File: config.mk
export PLATFORM = sky130hd
export DESIGN_NAME = tile_frame_reader_flat
export DESIGN_NICKNAME = d
export VERILOG_FILES = /design/src/rtl/tile_frame_reader_pkg.sv /design/src/rtl/tile_frame_reader_if.sv /design/src/rtl/tile_frame_reader_addr_gen.sv /design/src/rtl/tile_frame_reader.sv /design/src/flat_wrapper.sv
export SDC_FILE = /design/constraint.sdc
export NUM_CORES = 1
export LEC_CHECK = 0
export CORE_MARGIN = 3
export CORE_UTILIZATION = 43
export DETAILED_ROUTE_END_ITERATION = 12
export PLACE_DENSITY_LB_ADDON = 0.25
export SYNTH_ARGS = -nofsm -noshare
export SYNTH_HDL_FRONTEND = slang
export SYNTH_SLANG_ARGS = --single-unit
File: constraint.sdc
create_clock -name clk -period 6.9 [get_ports clk]
set_clock_uncertainty 0.15 [all_clocks]
set_input_delay 1.38 -clock clk [delete_from_list [all_inputs] [get_ports clk]]
set_output_delay 1.38 -clock clk [all_outputs]
set_load 0.05 [all_outputs]
File: src/rtl/tile_frame_reader_pkg.sv
// tile_frame_reader_pkg
// Shared constants for the tile map reader and its address mapper: tile image
// index classes, map geometry and ROM width. Also provides the helper that
// picks one 5-bit tile index out of a packed 40-bit map row.
// No ports (package). Optional feature macro used by the block: GRID_LINE_EN.
package tile_frame_reader_pkg;

  // Tile image indices published by the game core
  localparam int DARK        = 31;
  localparam int PLAYER_R    = 10;
  localparam int PLAYER_G    = 11;
  localparam int PLAYER_B    = 12;
  localparam int BULLET_R    = 13;
  localparam int BULLET_G    = 14;
  localparam int BULLET_B    = 15;
  localparam int BUBBLE      = 16;
  localparam int DARK_MIN    = 19;

  // Map and sprite geometry
  localparam int TILE_W      = 16;
  localparam int TILE_SHIFT  = $clog2(TILE_W);
  localparam int GRID_N      = 8;
  localparam int IDX_W       = 5;
  localparam int ROW_W       = GRID_N * IDX_W;
  localparam int ROM_AW      = 13;

  // Tile 0 lives in the top bits of the row, tile 7 in the bottom bits.
  function automatic logic [IDX_W-1:0] tile_idx(input logic [ROW_W-1:0] r,
                                                 input logic [2:0]       c);
    tile_idx = r[ROW_W-1 -: IDX_W];
    for (int i = 0; i < GRID_N; i++) begin
      if (c == 3'(i)) tile_idx = r[ROW_W-1-IDX_W*i -: IDX_W];
    end
  endfunction

endpackage

File: src/rtl/tile_frame_reader_if.sv
// tile_frame_reader_if
// Bundles the VGA scan inputs, sprite ROM port and pixel outputs of the tile
// frame reader.
//   frame_start, h_cnt, v_cnt, de : scan position from the VGA timing block
//   rom_addr / rom_data            : synchronous sprite ROM (data 1 clk later)
//   pixel, pixel_valid             : RGB444 result toward the VGA pins
// Modports: master = surrounding system (timing + ROM), slave = the reader.
interface tile_frame_reader_if;
  import tile_frame_reader_pkg::*;

  logic              frame_start;
  logic [9:0]        h_cnt;
  logic [9:0]        v_cnt;
  logic              de;
  logic [ROM_AW-1:0] rom_addr;
  logic [11:0]       rom_data;
  logic [11:0]       pixel;
  logic              pixel_valid;

  modport master (
    output frame_start, h_cnt, v_cnt, de, rom_data,
    input  rom_addr, pixel, pixel_valid
  );

  modport slave (
    input  frame_start, h_cnt, v_cnt, de, rom_data,
    output rom_addr, pixel, pixel_valid
  );

endinterface

File: src/rtl/tile_frame_reader_addr_gen.sv
// tile_addr_gen
// Combinational mapper from a screen position to a tile cell and texel.
// Kept separate so a future cursor overlay can reuse the same mapping.
// Ports:
//   h_cnt, v_cnt (in, 10)  screen column / line
//   de (in)                display enable
//   in_area (out)          position lies inside the 8x8 tile area and de=1
//   row, col (out, 3)      tile cell
//   tx, ty (out, 4)        texel inside the 16x16 sprite
//   on_grid (out)          only with GRID_LINE_EN: first pixel column/line of a cell
module tile_addr_gen
  import tile_frame_reader_pkg::*;
#(
  parameter int SCALE_SHIFT = 1,
  parameter int X_OFF       = 192,
  parameter int Y_OFF       = 112
) (
  input  logic [9:0] h_cnt,
  input  logic [9:0] v_cnt,
  input  logic       de,
  output logic       in_area,
  output logic [2:0] row,
  output logic [2:0] col,
  output logic [3:0] tx,
  output logic [3:0] ty
`ifdef GRID_LINE_EN
  ,
  output logic       on_grid
`endif
);

  localparam logic [10:0] AREA      = 11'((GRID_N * TILE_W) << SCALE_SHIFT);
`ifdef GRID_LINE_EN
  localparam logic [10:0] CELL_MASK = 11'((TILE_W << SCALE_SHIFT) - 1);
`endif

  logic [10:0] dx;
  logic [10:0] dy;

  // The lower-bound checks are done on the raw counters so a negative offset
  // never wraps into a large unsigned value that looks in-area.
  always_comb begin
    dx      = {1'b0, h_cnt} - 11'(X_OFF);
    dy      = {1'b0, v_cnt} - 11'(Y_OFF);
    in_area = de && (h_cnt >= 10'(X_OFF)) && (v_cnt >= 10'(Y_OFF)) &&
              (dx < AREA) && (dy < AREA);
    col     = 3'(dx >> (TILE_SHIFT + SCALE_SHIFT));
    row     = 3'(dy >> (TILE_SHIFT + SCALE_SHIFT));
    tx      = 4'(dx >> SCALE_SHIFT);
    ty      = 4'(dy >> SCALE_SHIFT);
`ifdef GRID_LINE_EN
    on_grid = in_area && (((dx & CELL_MASK) == '0) || ((dy & CELL_MASK) == '0));
`endif
  end

endmodule

File: src/rtl/tile_frame_reader.sv
// tile_frame_reader
// Reader side of the 8x8 tile map. Snapshots Row1..Row8 on frame_start so the
// picture never tears, maps each scan position to a sprite texel, reads the
// sprite ROM and emits the pixel a fixed 3 clk after the sample.
// Ports:
//   clk, rst          clock, asynchronous active-low reset
//   Row1..Row8 (40)   tile map rows from the game core, Row1 on top
//   bus (slave)       scan inputs, sprite ROM port, pixel outputs
// Optional feature macro: GRID_LINE_EN draws 12'h444 cell borders.
module tile_frame_reader
  import tile_frame_reader_pkg::*;
#(
  parameter int          SCALE_SHIFT = 1,
  parameter int          X_OFF       = 192,
  parameter int          Y_OFF       = 112,
  parameter logic [11:0] BG_COLOR    = 12'h000
) (
  input  logic             clk,
  input  logic             rst,
  input  logic [ROW_W-1:0] Row1,
  input  logic [ROW_W-1:0] Row2,
  input  logic [ROW_W-1:0] Row3,
  input  logic [ROW_W-1:0] Row4,
  input  logic [ROW_W-1:0] Row5,
  input  logic [ROW_W-1:0] Row6,
  input  logic [ROW_W-1:0] Row7,
  input  logic [ROW_W-1:0] Row8,
  tile_frame_reader_if.slave bus
);

  logic [ROW_W-1:0]  shadow [GRID_N];
  logic              in_area;
  logic [2:0]        row;
  logic [2:0]        col;
  logic [3:0]        tx;
  logic [3:0]        ty;
  logic [IDX_W-1:0]  idx;
  logic              dark;
  logic [ROM_AW-1:0] addr_next;
  logic              s1_dark;
  logic              s1_de;
  logic              s2_dark;
  logic              s2_de;
`ifdef GRID_LINE_EN
  localparam logic [11:0] GRID_COLOR = 12'h444;
  logic              on_grid;
  logic              s1_grid;
  logic              s2_grid;
`endif

  tile_addr_gen #(
    .SCALE_SHIFT (SCALE_SHIFT),
    .X_OFF       (X_OFF),
    .Y_OFF       (Y_OFF)
  ) u_addr_gen (
    .h_cnt   (bus.h_cnt),
    .v_cnt   (bus.v_cnt),
    .de      (bus.de),
    .in_area (in_area),
    .row     (row),
    .col     (col),
    .tx      (tx),
    .ty      (ty)
`ifdef GRID_LINE_EN
    ,
    .on_grid (on_grid)
`endif
  );

  // Shadow map: starts all-DARK and only changes on frame_start, so the game
  // core may rewrite its rows at any time without tearing the picture.
  always_ff @(posedge clk or negedge rst) begin
    if (!rst) begin
      for (int i = 0; i < GRID_N; i++) shadow[i] <= '1;
    end else if (bus.frame_start) begin
      shadow[0] <= Row1;
      shadow[1] <= Row2;
      shadow[2] <= Row3;
      shadow[3] <= Row4;
      shadow[4] <= Row5;
      shadow[5] <= Row6;
      shadow[6] <= Row7;
      shadow[7] <= Row8;
    end
  end

  // Decode reads the current shadow, so a frame_start coinciding with a
  // sample still shows the previous frame's map for that sample.
  always_comb begin
    idx       = tile_idx(shadow[row], col);
    dark      = (idx >= IDX_W'(DARK_MIN)) || !in_area;
    addr_next = dark ? '0 : {idx, ty, tx};
  end

  // Three-stage pipeline: address/flags, ROM access, colour select.
  always_ff @(posedge clk or negedge rst) begin
    if (!rst) begin
      bus.rom_addr    <= '0;
      s1_dark         <= 1'b0;
      s1_de           <= 1'b0;
      s2_dark         <= 1'b0;
      s2_de           <= 1'b0;
      bus.pixel       <= '0;
      bus.pixel_valid <= 1'b0;
    end else begin
      bus.rom_addr    <= addr_next;
      s1_dark         <= dark;
      s1_de           <= bus.de;
      s2_dark         <= s1_dark;
      s2_de           <= s1_de;
      bus.pixel       <= s2_dark ? BG_COLOR : bus.rom_data;
      bus.pixel_valid <= s2_de;
`ifdef GRID_LINE_EN
      if (s2_grid) bus.pixel <= GRID_COLOR;
`endif
    end
  end

`ifdef GRID_LINE_EN
  // Grid flag rides alongside dark so the override lands on the same pixel.
  always_ff @(posedge clk or negedge rst) begin
    if (!rst) begin
      s1_grid <= 1'b0;
      s2_grid <= 1'b0;
    end else begin
      s1_grid <= on_grid;
      s2_grid <= s1_grid;
    end
  end
`endif

endmodule
File: src/flat_wrapper.sv
// flat-port wrapper written by rule: the top's interface ports become plain ports
module tile_frame_reader_flat import tile_frame_reader_pkg::*;
#(
  parameter int          SCALE_SHIFT = 1,
  parameter int          X_OFF       = 192,
  parameter int          Y_OFF       = 112,
  parameter logic [11:0] BG_COLOR    = 12'h000
)
  (clk, rst, Row1, Row2, Row3, Row4, Row5, Row6, Row7, Row8, bus_frame_start, bus_h_cnt, bus_v_cnt, bus_de, bus_rom_data, bus_rom_addr, bus_pixel, bus_pixel_valid);
  tile_frame_reader_if bus_i ();
  input  logic clk;
  input  logic rst;
  input  logic [ROW_W-1:0] Row1;
  input  logic [ROW_W-1:0] Row2;
  input  logic [ROW_W-1:0] Row3;
  input  logic [ROW_W-1:0] Row4;
  input  logic [ROW_W-1:0] Row5;
  input  logic [ROW_W-1:0] Row6;
  input  logic [ROW_W-1:0] Row7;
  input  logic [ROW_W-1:0] Row8;
  input wire logic [$bits(bus_i.frame_start)-1:0] bus_frame_start;
  input wire logic [$bits(bus_i.h_cnt)-1:0] bus_h_cnt;
  input wire logic [$bits(bus_i.v_cnt)-1:0] bus_v_cnt;
  input wire logic [$bits(bus_i.de)-1:0] bus_de;
  input wire logic [$bits(bus_i.rom_data)-1:0] bus_rom_data;
  output wire logic [$bits(bus_i.rom_addr)-1:0] bus_rom_addr;
  output wire logic [$bits(bus_i.pixel)-1:0] bus_pixel;
  output wire logic [$bits(bus_i.pixel_valid)-1:0] bus_pixel_valid;
  assign bus_i.frame_start = bus_frame_start;
  assign bus_i.h_cnt = bus_h_cnt;
  assign bus_i.v_cnt = bus_v_cnt;
  assign bus_i.de = bus_de;
  assign bus_i.rom_data = bus_rom_data;
  assign bus_rom_addr = bus_i.rom_addr;
  assign bus_pixel = bus_i.pixel;
  assign bus_pixel_valid = bus_i.pixel_valid;
  tile_frame_reader #(.SCALE_SHIFT(SCALE_SHIFT), .X_OFF(X_OFF), .Y_OFF(Y_OFF), .BG_COLOR(BG_COLOR)) u_core (.clk(clk), .rst(rst), .Row1(Row1), .Row2(Row2), .Row3(Row3), .Row4(Row4), .Row5(Row5), .Row6(Row6), .Row7(Row7), .Row8(Row8), .bus(bus_i));
endmodule
Yosys cells after proc, flatten, opt, wreduce, memory -nomap -nowiden
Cells that the tools add are included.
Word-level totals
  output and inout bits: 26
  logic and storage cells: 49
  bits in registers: 350
Operators by class
  multiplexer cells: 12
  equal/unequal tests: 7
  bitwise operators: 1
  reductions and logical operators: 6
  add/sub/neg operators: 2
  $lt $le $gt $ge: 6
Operators with widths (number)
  $bmux W40 S3: 1
  $mux W40: 2
  $mux W5: 7
  $lt A11 B9 Y1 const B: 2
  $mux W13: 1
  $eq A3 B3 Y1 const B: 4
  $mux W12: 1
  $sub A10 B7 Y11 const B: 1
  $sub A10 B8 Y11 const B: 1
  $ge A10 B7 Y1 const B: 1
  $ge A10 B8 Y1 const B: 1
  $eq A3 B2 Y1 const B: 2
  $ge A5 B5 Y1 const B: 1
  $ge A4 B4 Y1 const B: 1
  $logic_and A1 B1 Y1: 4
  $not A3 Y4: 1
  $eq A3 B1 Y1 const B: 1
  $logic_not A1 Y1: 1
  $logic_or A1 B1 Y1: 1

Logic depth before layout (Yosys ltp)
Gate-level depths: netlist of the first run.
  depth in word-level cells: 15
  mapped depth: 13
  mapped depth without buffers: 10

By module
Synthesis of the first run repeated with hierarchy kept, for this count alone.
Second synthesis, totals
  cells, all modules: 1024
  area, all modules: 16109.2 um^2
Modules (own cells, without submodules)
  tile_frame_reader: cells an instance 997, instances 1, area each 15919.0 um^2, seq. area each 9158.8 um^2
  tile_addr_gen: cells an instance 27, instances 1, area each 190.2 um^2, seq. area each 0.0 um^2

Worst setup path after synthesis of the first run
No wires, ideal clock.
  kind: input to register
  start: in bus_h_cnt[6]
  end: reg u_core.bus.rom_addr[0]
  slack: 2.801 ns
  arrival: 3.829 ns
  path buffers: 2
  stages: 12
  cells stage by stage: ha_1 -> buf_2 -> or3_1 -> buf_2 -> nand4_1 -> mux2i_1 -> a2111o_1 -> or4_1 -> nand4_2 -> a221oi_4 -> a31o_4 -> and3_1
Between the ends
  longest elaborated chain between the ends: 12
  elaborated cells on any way between the ends: 25
  those cells by class: add/sub: 1; order compare: 3; eq/ne: 7; mux: 8; reduce/logical: 6
RTL lines
  start, declared: RTL line flat_wrapper.sv:22  | input wire logic [$bits(bus_i.h_cnt)-1:0] bus_h_cnt;
  $sub A10 B8 Y11: RTL line tile_frame_reader_addr_gen.sv:43  | dx = {1'b0, h_cnt} - 11'(X_OFF);
  $eq A3 B1 Y1: RTL line tile_frame_reader_pkg.sv:32  | if (c == 3'(i)) tile_idx = r[ROW_W-1-IDX_W*i -: IDX_W];
  $mux W5 (7 in series): RTL line tile_frame_reader_pkg.sv:32
  $ge A5 B5 Y1: RTL line tile_frame_reader.sv:91  | dark = (idx >= IDX_W'(DARK_MIN)) || !in_area;
  $logic_or A1 B1 Y1 *: RTL line tile_frame_reader.sv:91
  $mux W13 *: RTL line tile_frame_reader.sv:92  | addr_next = dark ? '0 : {idx, ty, tx};
  net u_core.addr_next[0]: RTL line tile_frame_reader.sv:39  | logic [ROM_AW-1:0] addr_next;
  end signal, assigned: RTL line tile_frame_reader.sv:106  | bus.rom_addr <= addr_next;
  end, declared: RTL line tile_frame_reader_if.sv:27  | output rom_addr, pixel, pixel_valid
The timed path passes the listed nets; every way through them passes the cells marked *.
A chain may end at the register's enable or synchronous reset.

Final worst setup path of the first run
  start: in bus_v_cnt[6]
  end: reg u_core.bus.rom_addr[1]
Between the ends
  longest elaborated chain between the ends: 15
  elaborated cells on any way between the ends: 21
  those cells by class: add/sub: 1; order compare: 3; mux: 11; bitwise: 1; reduce/logical: 5
RTL lines
  start, declared: RTL line flat_wrapper.sv:23  | input wire logic [$bits(bus_i.v_cnt)-1:0] bus_v_cnt;
  $sub A10 B7 Y11: RTL line tile_frame_reader_addr_gen.sv:44  | dy = {1'b0, v_cnt} - 11'(Y_OFF);
  $not A3 Y4 (not written as such): RTL line tile_frame_reader.sv:90  | idx = tile_idx(shadow[row], col);
  $bmux W40 S3: RTL line tile_frame_reader.sv:90
  $mux W40 (not written as such) (2 in series): RTL line tile_frame_reader.sv:90
  $mux W5 (7 in series): RTL line tile_frame_reader_pkg.sv:32
  $ge A5 B5 Y1: RTL line tile_frame_reader.sv:91
  $logic_or A1 B1 Y1 *: RTL line tile_frame_reader.sv:91
  $mux W13 *: RTL line tile_frame_reader.sv:92
  net u_core.addr_next[1]: RTL line tile_frame_reader.sv:39
The timed path passes the listed nets; every way through them passes the cells marked *. The select of a mux whose other input is x is not followed.

==> reports/metrics.yaml, run 1 <==
detailed_routing:
  drc_errors: 0
  drt-total-wl_um: 45800
  wl_per_cell_um: 22.4
  drt_iter0_drc: 556
  via_per_inst: 5.29
  vias: 10793
  firstDrtPassIters: 5
  wl_met3_um: 3430
  ant_nets: 0
  dr_wl_met2_um: 21800
  wl_met1_um: 19500
  top_layer: "met5"
timing:
  relSlewSlack: 0.367
  finalSetupViolCount: 0
  finalCritPeriodShare: 0.708
  hold_viol: 0
  worst_pin_slew_ns: 0.949
  fin_tns_setup_ns: 0
  fin_crit_ns: 4.89
  max_freq_ghz: 0.205
  rsz0062_at_grt: "false"
  layout_setup_ws_ns: 2.01
  maxSlewViolCount: 0
power_and_ir_drop:
  p_per_area_nw_per_um2: 251
  total_leakage_power_nw: 8.48
  power.total_mw: 5.54
  ir_drop_uv: 170
synth:
  synth_adder_area_share: 0.00151
  ys.flop_type: "dfstp_2"
  synth_cells: 1144
  ys_seq_area_frac: 0.553
  synth-simple-area-share: 0.0692
  muxShareOfSynthArea: 0.310
  synth_top_family_by_area: "multiplexers"
  synth_async_sr_flop_share: 1.00
  ys_ff_latch: 350
  synth_cell_type_count: 70
  syn-num-nets: 1502
  synth_area_sq_um: 16600
  synthXorXnorAreaFrac: 0.00537
  syn_area_per_cell_sq_um: 14.5
  synth_edf_count: 0
  ys_warn_count: 0
  synth_compound_area_frac: 0.0336
placed_design:
  portBuffers: 379
  place_inst: 1971
  finalWeightedCongestion: 0.801
  dp_hpwl_um: 32800
  pre_cts_ws_ns: 1.41
die:
  die_w_um: 202
  dieArea_sq_um: 40900
  io_pins: 382
  num_rows: 71
  start_util: 0.437
  core-area_sq_um: 37800
  die_h_um: 202
finish:
  seq_area_sq_um: 9160
  fin_cells: 2042
  final_cell_mix: "377 x clkdlybuf4s50_1, 322 x mux2_2, 320 x dfstp_2"
  fillCellCount: 3087
  multi_input_area_sq_um: 6980
  utilization: 0.584
  nNetsFinal: 1858
  layout-drive-gt1-share: 0.510
  syn_to_final_growth_pct: 33.5
  final_common_cell: "clkdlybuf4s50_1"
clock_network:
  ctsHoldBuffers: 0
  clock_sinks: 350
  post-cts-setup-buffer-count: 0
  clock_latency_ns: 0.55
  cts-buffers-inserted: 38
  htreeDepth: 2
  cts_root_buffer: "clkbuf_16"
  cts_tree: "done"
  ctsResizeCount: 0
  cts.clk_slew.worst_paths_ns: 0.06
  ctsLongestPathBuffers: 3
worst_setup_path:
  worst_setup_path_end_kind: "flop"
  path_buf_inv: 2
  worst-path-max-fanout: 11
  slowest_stage: "clkdlybuf4s50_1"
  critPathMaxStageDelay_ns: 0.75
  cp.required_ns: 7.17
  critical_path_class: "input pin to flop"
  critical_path.top_delay_family: "simple AND/OR/NAND/NOR gates"
  critical_path_arrival_ns: 5.16
  cp-start-kind: "input pin"
  path_cells: "clkdlybuf4s50_1 -> nand3_4 -> xor2_4 -> buf_4 -> mux4_2 -> nor3_1 -> or4_1 -> nor4_1 -> o41ai_2 -> nand3b_4 -> and3_1"
job:
  cap_violations: 0
grt:
  grt_max_degree: 163
  grt_pass1_wl_um: 69800
  antenna_found_initial: 8
  grtUsageTotal: 0.223
  grt_pass1_vias: 11655
  grt_overflow: 0
hold_path:
  hp-class: "flop to flop"
run_status:
  status: "complete, no violations"
[worst register-to-register path: cells and delay by family (launching register included)]
kind / cells / cell delay [ns]
AO/OA/AOI/OAI: 1 / 0.24
AND/OR/NAND/NOR: 5 / 1.60
flip-flops: 1 / 0.53
multiplexers: 1 / 0.27
[final cells by class]
cell class	count	share of cell area
Antenna cell	3	0.000340
Sequential cell	350	0.415
Multi-Input combinational cell	711	0.316
Timing Repair Buffer	396	0.180
Inverter	3	0.000510
Tap cell	511	0.0289
Clock inverter	6	0.00363
Clock buffer	62	0.0555
[path summary, 6_finish.rpt]
check	from	cells past startpoint	slack (ns)	end
worst min-delay path	u_core.s1_de$_DFF_PN0_	0	0.21	u_core.s2_de$_DFF_PN0_
worst min register to register	u_core.s1_de$_DFF_PN0_	0	0.21	u_core.s2_de$_DFF_PN0_
worst max-delay path	bus_v_cnt[6]	11	2.01	u_core.bus.rom_addr[1]$_DFF_PN0_
worst max register to register	u_core.shadow[265]$_DFFE_PN1P_	7	4.00	u_core.bus.rom_addr[1]$_DFF_PN0_
max in group asynchronous	rst	2	4.37	u_core.s2_dark$_DFF_PN0_
min in group asynchronous	rst	1	0.82	u_core.bus.rom_addr[2]$_DFF_PN0_
[stage by stage]
| stage | instance area [sq um] | hold WS [ns] |
|---|---|---|
| after floorplan | 16600 | 0.181 |
| after global placement | 20800 | 0.183 |
| after detailed placement | 20800 | 0.193 |
| after CTS | 22100 | 0.215 |
| after global routing | 22100 | 0.207 |
| final | 22100 | 0.212 |
[logic make-up after synthesis]
| family | count (synthesis) |
|---|---|
| muxes | 416 |
| DFF | 350 |
| xor gates and xnor gates | 5 |
| and+or+nand+nor | 218 |
| buffers and inverters | 83 |
| adders and majority gates | 2 |
| AOI/OAI and AO/OA | 70 |
[synth_stat cells (all sizes together) (3+ instances only)]
master   number  area share
buf          36       0.016
nor3b         3      0.0017
mux2i        49       0.030
or4           3      0.0014
nand2        86       0.020
nor3         11      0.0033
nor2b        19      0.0072
nand3        32       0.011
nand4        16      0.0064
clkbuf       44       0.010
mux2        323        0.22
and2          6      0.0023
dfrtp        30       0.045
mux4         44       0.061
a21oi        13      0.0039
a2111oi       8      0.0042
o211ai        4      0.0018
xnor2         3      0.0027
a32oi         4      0.0021
nand3b        4      0.0026
nand2b        5      0.0019
a211oi        4      0.0018
dfstp       320        0.51
and3         10      0.0038
o2111ai       3      0.0020
o21ai         7      0.0023
nor2         14      0.0032
or3           3      0.0011
a31oi        10      0.0038
[per-layer routing]
layer / track usage / vias up
met4: 0.0671 / 8
li1: - / 4924
met5: 0 / -
met3: 0.0647 / 73
met1: 0.293 / 5463
met2: 0.362 / 325
[flip-flops by register name, summed over array words and instances, names as in the netlist]
register                cells
u_core.s2_dark              1
u_core.shadow             320
u_core.s2_de                1
u_core.bus.rom_addr        13
u_core.s1_de                1
u_core.bus.pixel           12
u_core.s1_dark              1
u_core.bus.pixel_valid      1
[report_power, final]
part           total [mW]  internal (mW)  switching, mW
Sequential           2.48           2.39         0.0959
Clock                2.11           1.29          0.820
Combinational       0.947          0.534          0.413
Total                5.54           4.21           1.33
(Power assumes the default switching activity.)
==> inputs of run 2 (changes only) <==
==> constraint.sdc (replaced) <==
create_clock -name clk -period 4.05 [get_ports clk]
set_clock_uncertainty 0.15 [all_clocks]
set_input_delay 0.81 -clock clk [delete_from_list [all_inputs] [get_ports clk]]
set_output_delay 0.81 -clock clk [all_outputs]
set_load 0.05 [all_outputs]
==> run 2 against run 1 <==
Net effect: utilization rose by 2.2 points; count of clock-buffer cells in the layout shrank 6; sequential share of layout area decreased by 1.5 points; routed wire length increased by 3.2%; first-iteration DRC count decreased by 3.2%; power grew 77%; critical path type unchanged.
==> reports/metrics.yaml, run 2 (same netlist as run 1, synthesis figures left out) <==
run_status:
  status: "complete, no violations"
worst_setup_path:
  worst-path-max-fanout: 9
  cp-start-kind: "input pin"
  cp.required_ns: 4.33
  worst_setup_path_end_kind: "flop"
  critical_path_class: "input pin to flop"
  critical_path_arrival_ns: 4.08
finish:
  top_register: "u_core.shadow"
  final_common_cell: "clkdlybuf4s50_1"
  layout-drive-gt1-share: 0.538
  final_cell_area_sq_um: 22900
  utilization: 0.605
  largestRegisters: "u_core.shadow: 320 flops, u_core.bus.rom_addr: 13 flops, u_core.bus.pixel: 12 flops"
  nNetsFinal: 1945
  largest_reg_flops: 320
  final_cell_mix: "377 x clkdlybuf4s50_1, 322 x mux2_2, 320 x dfstp_2"
  syn_to_final_growth_pct: 38.4
clock_network:
  clock_latency_ns: 0.55
  cts-buffers-inserted: 40
  post-cts-setup-buffer-count: 0
  ctsResizeCount: 0
  cts_root_buffer: "clkbuf_16"
  cts_tree: "done"
  cts.clk_slew.worst_paths_ns: 0.06
  htreeDepth: 2
  ctsHoldBuffers: 0
  ctsLongestPathBuffers: 3
  clock_sinks: 350
power_and_ir_drop:
  seqPwrFrac: 0.433
  total_leakage_power_nw: 8.96
  p_per_area_nw_per_um2: 427
  pwr-share-comb: 0.179
  swShare: 0.239
  switchingPower_mw: 2.34
  power.total_mw: 9.78
  power_frac_clock: 0.388
  ir_drop_uv: 339
  p_int_mw: 7.44
grt:
  grt_overflow: 0
  grt_pass1_wl_um: 72500
  grtUsageTotal: 0.231
  grt_max_degree: 123
  antenna_found_initial: 7
  grt_pass1_vias: 12140
die:
  start_util: 0.437
  die_h_um: 202
  num_rows: 71
  dieArea_sq_um: 40900
  core-area_sq_um: 37800
  io_pins: 382
  die_w_um: 202
timing:
  rsz0062_at_grt: "false"
  relSlewSlack: 0.346
  maxSlewViolCount: 0
  max_freq_ghz: 0.263
  layout_setup_ws_ns: 0.247
  finalSetupViolCount: 0
  hold_ws_ns: 0.198
  fin_crit_ns: 3.80
  hold_viol: 0
  worst_pin_slew_ns: 0.981
  finalCritPeriodShare: 0.939
hold_path:
  hp-class: "flop to flop"
placed_design:
  pre_cts_ws_ns: -0.360
  portBuffers: 379
  placed_area_sq_um: 21500
  finalWeightedCongestion: 0.841
  dp_hpwl_um: 35600
detailed_routing:
  drt_iter0_drc: 538
  wl_per_cell_um: 22.2
  firstDrtPassIters: 5
  drt-total-wl_um: 47300
  vias: 11123
  drc_errors: 0
  via_per_inst: 5.22
  ant_nets: 0
job:
  cap_violations: 0
run 2: cell type report:
| cell class | instances | area, sq um |
|---|---|---|
| fill | 3005 | 14900 |
| sequential | 350 | 9160 |
| multi-input combinational | 711 | 6980 |
| timing repair buffer | 481 | 4720 |
| clock buffer | 56 | 1150 |
| tap | 511 | 639 |
| clock inverter | 15 | 231 |
| inverter | 3 | 11.3 |
| antenna | 3 | 7.51 |
run 2: power groups by stage:
stage,Clock (mW),Combinational [mW],Sequential (mW)
floorplan,0,0.938,4.23
global route,4.04,1.88,4.28
finish,3.80,1.75,4.24
CTS,3.89,1.76,4.24
global placement,0,1.73,4.27
detailed placement,0,1.76,4.29
run 2: path summary, 6_finish.rpt:
kind	slack [ns]	end	cells past startpoint	from
max reg2reg	1.12	u_core.bus.rom_addr[2]$_DFF_PN0_	8	u_core.shadow[32]$_DFFE_PN1P_
min	0.20	u_core.bus.pixel_valid$_DFF_PN0_	0	u_core.s2_de$_DFF_PN0_
min in group asynchronous	0.27	u_core.s2_dark$_DFF_PN0_	1	rst
max	0.25	u_core.bus.rom_addr[2]$_DFF_PN0_	11	bus_h_cnt[7]
max in group asynchronous	2.53	u_core.shadow[39]$_DFFE_PN1P_	2	rst
min reg2reg	0.20	u_core.bus.pixel_valid$_DFF_PN0_	0	u_core.s2_de$_DFF_PN0_
run 2: stage by stage:
stage               setup TNS [ns]  std cells
floorplan                        0       1144
global placement             -4.02       2053
detailed placement           -4.05       2053
CTS                              0       2124
global route                     0       2130
finish                           0       2130
run 2: routing by layer:
layer,share of wire,global-route usage
met1,0.44,0.311
met4,0.026,0.0715
met5,0.0013,0
met2,0.48,0.374
met3,0.059,0.0567
run 2: worst max-delay path, stage by stage:
cell and delay, ns:
clkdlybuf4s50_1 0.45, ha_1 0.34, or3_1 0.54, nand4_1 0.15, mux2i_1 0.09, a2111o_1 0.43, or4_1 0.52, nand4_2 0.16
a221oi_4 0.10, a31o_4 0.28, and3_1 0.19
==> inputs of run 3 (changes only) <==
--- a/config.mk
+++ b/config.mk
@@ -5,6 +5,7 @@
 export SDC_FILE = /design/constraint.sdc
 export NUM_CORES = 1
 export LEC_CHECK = 0
+export ABC_AREA = 1
 export CORE_MARGIN = 3
 export CORE_UTILIZATION = 43
 export DETAILED_ROUTE_END_ITERATION = 12
==> constraint.sdc (replaced) <==
create_clock -name clk -period 4.6 [get_ports clk]
set_clock_uncertainty 0.15 [all_clocks]
set_input_delay 0.92 -clock clk [delete_from_list [all_inputs] [get_ports clk]]
set_output_delay 0.92 -clock clk [all_outputs]
set_load 0.05 [all_outputs]
==> run 3 against run 2 <==
Net effect: hold slack improved by 0.00095 ns; die area increased by 1.5%; largest cell class unchanged; critical path type unchanged; power decreased by 16%.
==> reports/metrics.yaml, run 3 <==
die:
  die_h_um: 204
  die_w_um: 204
  num_rows: 71
  start_util: 0.441
  io_pins: 382
  core-area_sq_um: 38100
  dieArea_sq_um: 41500
power_and_ir_drop:
  total_leakage_power_nw: 9.45
  p_per_area_nw_per_um2: 364
  ir_drop_uv: 266
synth:
  synth_area_leader_cell: "dfstp_2"
  synth_edf_count: 0
  ys_seq_area_frac: 0.545
  synth_commonest_cells: "411 x nand2_1, 320 x dfstp_2, 268 x o21ai_0"
  synth_async_sr_flop_share: 1.00
  synth_area_sq_um: 16800
  ys_warn_count: 0
  synth_cells: 1765
  syn-num-nets: 2123
  syn_area_per_cell_sq_um: 9.52
  yosys-top-cells-area: "dfstp_2 50%, mux2_2 12%, nand2_1 9.2%"
  ys.flop_type: "dfstp_2"
  synth.most_common_cell: "nand2_1"
  synth_top_area_share: 0.500
  ys_ff_latch: 350
  synth_cell_type_count: 37
timing:
  relSlewSlack: 0.475
  hold_ws_ns: 0.199
  layout_setup_ws_ns: 0.714
  rsz0062_at_grt: "false"
  worst_pin_slew_ns: 0.787
  finalCritPeriodShare: 0.845
  max_freq_ghz: 0.257
  finalSetupViolCount: 0
  hold_viol: 0
  fin_tns_setup_ns: 0
  fin_crit_ns: 3.89
  maxSlewViolCount: 0
run_status:
  status: "complete, no violations"
finish:
  final_cell_mix: "410 x nand2_1, 377 x clkdlybuf4s50_1, 320 x dfstp_2"
  fin_cells: 2661
  largest_reg_flops: 320
  top_register: "u_core.shadow"
  fillCellCount: 3245
  syn_to_final_growth_pct: 33.6
  layout-drive-gt1-share: 0.292
  largestRegisters: "u_core.shadow: 320 flops, u_core.bus.rom_addr: 13 flops, u_core.bus.pixel: 12 flops"
  utilization: 0.590
  nNetsFinal: 2475
  final_common_cell: "nand2_1"
worst_setup_path:
  worst_setup_path_end_kind: "flop"
  cp-startpoint: "bus_h_cnt[6]"
  worst-path-max-fanout: 13
  cp-start-kind: "input pin"
  critical_path_class: "input pin to flop"
  worstReg2RegStart: "u_core.shadow[317]$_DFFE_PN1P_"
  r2r-end: "u_core.bus.rom_addr[0]$_DFF_PN0_"
  critical_path_arrival_ns: 4.19
  ff2ff_path_depth: 19
  cp.required_ns: 4.91
  reg2reg_slack_ns: 1.85
detailed_routing:
  wl_per_cell_um: 18.3
  drc_errors: 0
  firstDrtPassIters: 5
  drt-total-wl_um: 48600
  via_per_inst: 5.08
  vias: 13514
  drt_iter0_drc: 736
  ant_nets: 0
grt:
  grt_pass1_vias: 13726
  grtUsageTotal: 0.231
  antenna_found_initial: 11
  grt_overflow: 0
  grt_max_degree: 119
  grt_pass1_wl_um: 75300
clock_network:
  htreeDepth: 2
  cts_root_buffer: "clkbuf_16"
  ctsHoldBuffers: 0
  post-cts-setup-buffer-count: 0
  ctsResizeCount: 0
  ctsLongestPathBuffers: 3
  clock_sinks: 350
  cts.clk_slew.worst_paths_ns: 0.06
  cts-buffers-inserted: 39
  clock_latency_ns: 0.55
  cts_tree: "done"
placed_design:
  pre_cts_ws_ns: 0.181
  portBuffers: 379
  dp_hpwl_um: 34400
  place_inst: 2587
  finalWeightedCongestion: 0.838
hold_path:
  hold_end: "u_core.s2_dark$_DFF_PN0_"
  hp-class: "flop to flop"
  min_path_cells: 0
  hold_start: "u_core.s1_dark$_DFF_PN0_"
job:
  cap_violations: 0
run 3: changes by cell type in the layout (fill, tap and decap cells not counted), moves of 48 or more:
cell     previous run  this run
nand2_1            86       410
o21ai_0             4       268
inv_1               2       188
mux2_2            322       173
buf_4              90        30
nand3_1            29        82
mux2i_1            49         1
run 3: cells by family (layout without fill, tap and decap cells):
kind of cell / after synthesis / in the layout / synth area share
flops: 350 / 350 / 0.545
other cells: 0 / 4 / 0
compound gates: 368 / 368 / 0.121
buf+inv: 307 / 688 / 0.0793
mux: 174 / 174 / 0.116
fa+ha+maj: 2 / 2 / 0.00149
simple gates: 564 / 564 / 0.137
run 3: where the power goes:
group,switching (mW),leakage (nW),total [mW],internal [mW]
sequential,0.109,3.76,3.66,3.55
clock,1.23,0.617,3.07,1.84
combinational,0.759,5.07,1.44,0.683
total,2.10,9.45,8.18,6.07
run 3: layer usage:
metal  share of wire  global-route usage
met3           0.069              0.0541
met2            0.47               0.371
met4           0.024              0.0715
met1            0.44               0.312
met5          0.0012                   0
run 3: layout make-up:
cell class              instances  area, sq um  area share
well taps                     511          639      0.0285
diodes                          4         10.0    0.000446
clock inverters                 5         50.0     0.00223
flip-flops and latches        350         9160       0.408
inverters                     194          728      0.0324
repair buffers                424         4330       0.193
clock buffers                  65         1210      0.0537
multi-input cells            1108         6340       0.282
run 3: how the worst max path moves through the flow:
| stage | end | cells after the start |
|---|---|---|
| 5_1_grt | u_core.bus.rom_addr[0]$_DFF_PN0_ | 24 |
| 2_1_floorplan | u_core.bus.rom_addr[10]$_DFF_PN0_ | 16 |
| 4_1_cts | u_core.bus.rom_addr[0]$_DFF_PN0_ | 19 |
| 3_3_place_gp | u_core.bus.rom_addr[2]$_DFF_PN0_ | 17 |
| 6_report | u_core.bus.rom_addr[0]$_DFF_PN0_ | 19 |
| 3_5_place_dp | u_core.bus.rom_addr[0]$_DFF_PN0_ | 19 |
run 3: stage by stage:
step | total power [mW] | cell area, sq um
after floorplan | 4.47 | 16800
after global placement | 5.11 | 21200
after detailed placement | 5.15 | 21200
after CTS | 8.27 | 22500
after global routing | 8.58 | 22500
final | 8.18 | 22500
run 3: worst max-delay path: stages:
cell             delay [ns]
clkdlybuf4s50_1        0.43
ha_1                   0.44
nor3_2                 0.57
inv_2                  0.20
nand3_1                0.14
nand3_1                0.08
nand2_1                0.15
nand2_1                0.08
nand2_1                0.06
nand2_1                0.10
nand2_1                0.09
nand2_1                0.06
nand2_1                0.08
nand2_2                0.10
nor2_4                 0.14
nand2_1                0.05
nand2_1                0.07
nand2_2                0.21
nor2_1                 0.20
==> variant (config.mk and constraints of run 1) <==
`X_OFF` is set to 192 in 3 places; all go to 128.
--- a/src/rtl/tile_frame_reader_addr_gen.sv
+++ b/src/rtl/tile_frame_reader_addr_gen.sv
@@ -12,7 +12,7 @@
   import tile_frame_reader_pkg::*;
 #(
   parameter int SCALE_SHIFT = 1,
-  parameter int X_OFF       = 192,
+  parameter int X_OFF       = 128,
   parameter int Y_OFF       = 112
 ) (
   input  logic [9:0] h_cnt,
--- a/src/rtl/tile_frame_reader.sv
+++ b/src/rtl/tile_frame_reader.sv
@@ -11,7 +11,7 @@
   import tile_frame_reader_pkg::*;
 #(
   parameter int          SCALE_SHIFT = 1,
-  parameter int          X_OFF       = 192,
+  parameter int          X_OFF       = 128,
   parameter int          Y_OFF       = 112,
   parameter logic [11:0] BG_COLOR    = 12'h000
 ) (
--- a/src/flat_wrapper.sv
+++ b/src/flat_wrapper.sv
@@ -2,7 +2,7 @@
 module tile_frame_reader_flat import tile_frame_reader_pkg::*;
 #(
   parameter int          SCALE_SHIFT = 1,
-  parameter int          X_OFF       = 192,
+  parameter int          X_OFF       = 128,
   parameter int          Y_OFF       = 112,
   parameter logic [11:0] BG_COLOR    = 12'h000
 )
Behaviour: not the same (Yosys sat finds a counterexample within 4 cycles, from zero or initial values and one cycle with rst low).
==> variant against run 1 <==
- cell area is 1.1% higher
- total power is 0.80% higher
- critical path type unchanged
- worst hold slack worse by 0.0053 ns
- final cell count is 1.3% higher
- wire length is 2.9% higher
- clock power is 2% higher
- synthesized area is 0.87% higher
- sequential cell count stayed put
- register-to-register slack worse by 0.15 ns
- sequential power hardly changed
- worst setup slack worse by 0.51 ns
==> variant: results (changes against run 1) <==
status - completed
Worst path max stage delay - 0.85 ns (+0.10 ns)
Pre-antenna DRT Iters - 4 (-1)
1st-iter DRT viols - 489 (-12%)
worst vdd ir - 0.217 mV (+28%)
port bufs - 380 (+0.26%)
Yosys cell types - 73 (+4.3%)
Seq/Total Area, Yosys - 0.549 (-0.00477)
async set-reset flop share out of synthesis - 1.00 (unchanged)
WL met2 - 22900 um (+5.4%)
share of cells above drive strength 1 - 0.506 (-0.00368)
Slew @ Worst Pin - 0.990 ns (+0.0406 ns)
GRT Util Overall - 0.225 (+0.00193)
met3 WL post-DR - 3490 um (+1.6%)
Area after DPL - 21000 um2 (+1.0%)
Leak - 8.62 nW (+1.6%)
vias after detailed routing - 11095 (+2.8%)
mux share of post-synthesis cell area - 0.318 (+0.00729)
met2 usage - 0.374 (+0.0122)
H-Tree Level Count - 2 (unchanged)
Final #Nets - 1879 (+1.1%)
slowest stage cell, crit path - xnor2_4
Clock Latency Late Sink - 0.54 ns
Avg Inst Size Synth - 14.4 um2 (-0.18%)
Worst Path Arrival - 5.67 ns (+0.51 ns)
Num CTS Buffers - 39 (+2.6%)
HPWL after DPL - 33900 um (+3.4%)
M1 GR Usage - 0.286 (-0.00701)
Post-Syn Nets - 1516 (+0.93%)
Max Used Layer - met5
Crit Path Max Fanout - 19 (+8)
pin count of the biggest net entering global routing - 161 (-1.2%)
vias per std cell - 5.37 (+1.5%)
Synth Area in Compound Gates - 0.0462 (+0.0126)
Synth warnings - 0 (unchanged)
post-synthesis adder-cell area fraction - 0.00300 (+0.00149)
Cells after DPL - 1989 (+0.91%)
CTS max path bufs - 3 (unchanged)
vias in the first global route - 11713 (+0.50%)
final WL - 47200 um (+2.9%)
met3 usage - 0.0649 (+0.000190)
Final GP Congestion - 0.793 (-1.1%)
Final Slew Violations - 0 (unchanged)
postcts setup bufs - 0 (unchanged)
metal1 wirelength - 19400 um (-0.13%)
XOR/XNOR Fraction of Synth Area - 0.00420 (-0.00117)
Crit path max-delay family - buffers and inverters
global-route wire length before repair - 70800 um (+1.4%)
initial antenna violation count - 11 (+3)
Root Buffer Master - clkbuf_16
top cells by area, synth - dfstp_2, mux2_2, mux4_2
most common library cells after synthesis - mux2_2, dfstp_2, nand2_1, mux2i_1, clkbuf_1
-- variant: changes by cell type in the layout (fill, tap and decap cells not counted), sizes merged, moves of 11 or more --
cell | run 1 | this run
mux2i | 49 | 60
nand3 | 32 | 17
nand4 | 16 | 5
nor3 | 11 | 23
nand2 | 86 | 66
-- variant: final cells by class --
class,instances,area (um2)
Clock inverter,16,211
Tap cell,511,639
Inverter,6,22.5
Multi-Input combinational cell,720,7140
Fill cell,3034,15600
Sequential cell,350,9160
Timing Repair Buffer,402,4030
Clock buffer,55,1120
Antenna cell,8,20.0
-- variant: metrics by stage --
step	utilization	setup WS [ns]	power, W
6_report	0.589	1.51	0.00558
5_1_grt	0.589	1.24	0.00582
4_1_cts	0.588	1.52	0.00565
3_5_place_dp	0.553	0.954	0.00346
3_3_place_gp	0.553	0.994	0.00344
2_1_floorplan	-	2.83	0.00302
-- variant: path summary, 6_finish.rpt --
path	start	endpoint	slack [ns]	depth (start not counted)
min in group asynchronous	rst	u_core.bus.rom_addr[10]	0.80	1
worst min register to register	u_core.s1_de	u_core.s2_de	0.21	0
max in group asynchronous	rst	u_core.shadow[168]	4.40	2
worst min-delay path	u_core.s1_de	u_core.s2_de	0.21	0
worst max register to register	u_core.shadow[71]	u_core.bus.rom_addr[3]	3.85	8
worst max-delay path	bus_v_cnt[6]	u_core.s1_dark	1.51	11
-- variant: power by group --
part           total (W)  internal, W  switching, W
logic           0.000940     0.000534      0.000407
clock network    0.00216      0.00132      0.000836
registers        0.00248      0.00239     0.0000980
total            0.00558      0.00424       0.00134
-- variant: kinds of logic after synthesis --
logic type      Yosys count
compound gates           99
xor+xnor                  5
fa+ha+maj                 4
buf+inv                  86
flops                   350
mux                     431
simple gates            181
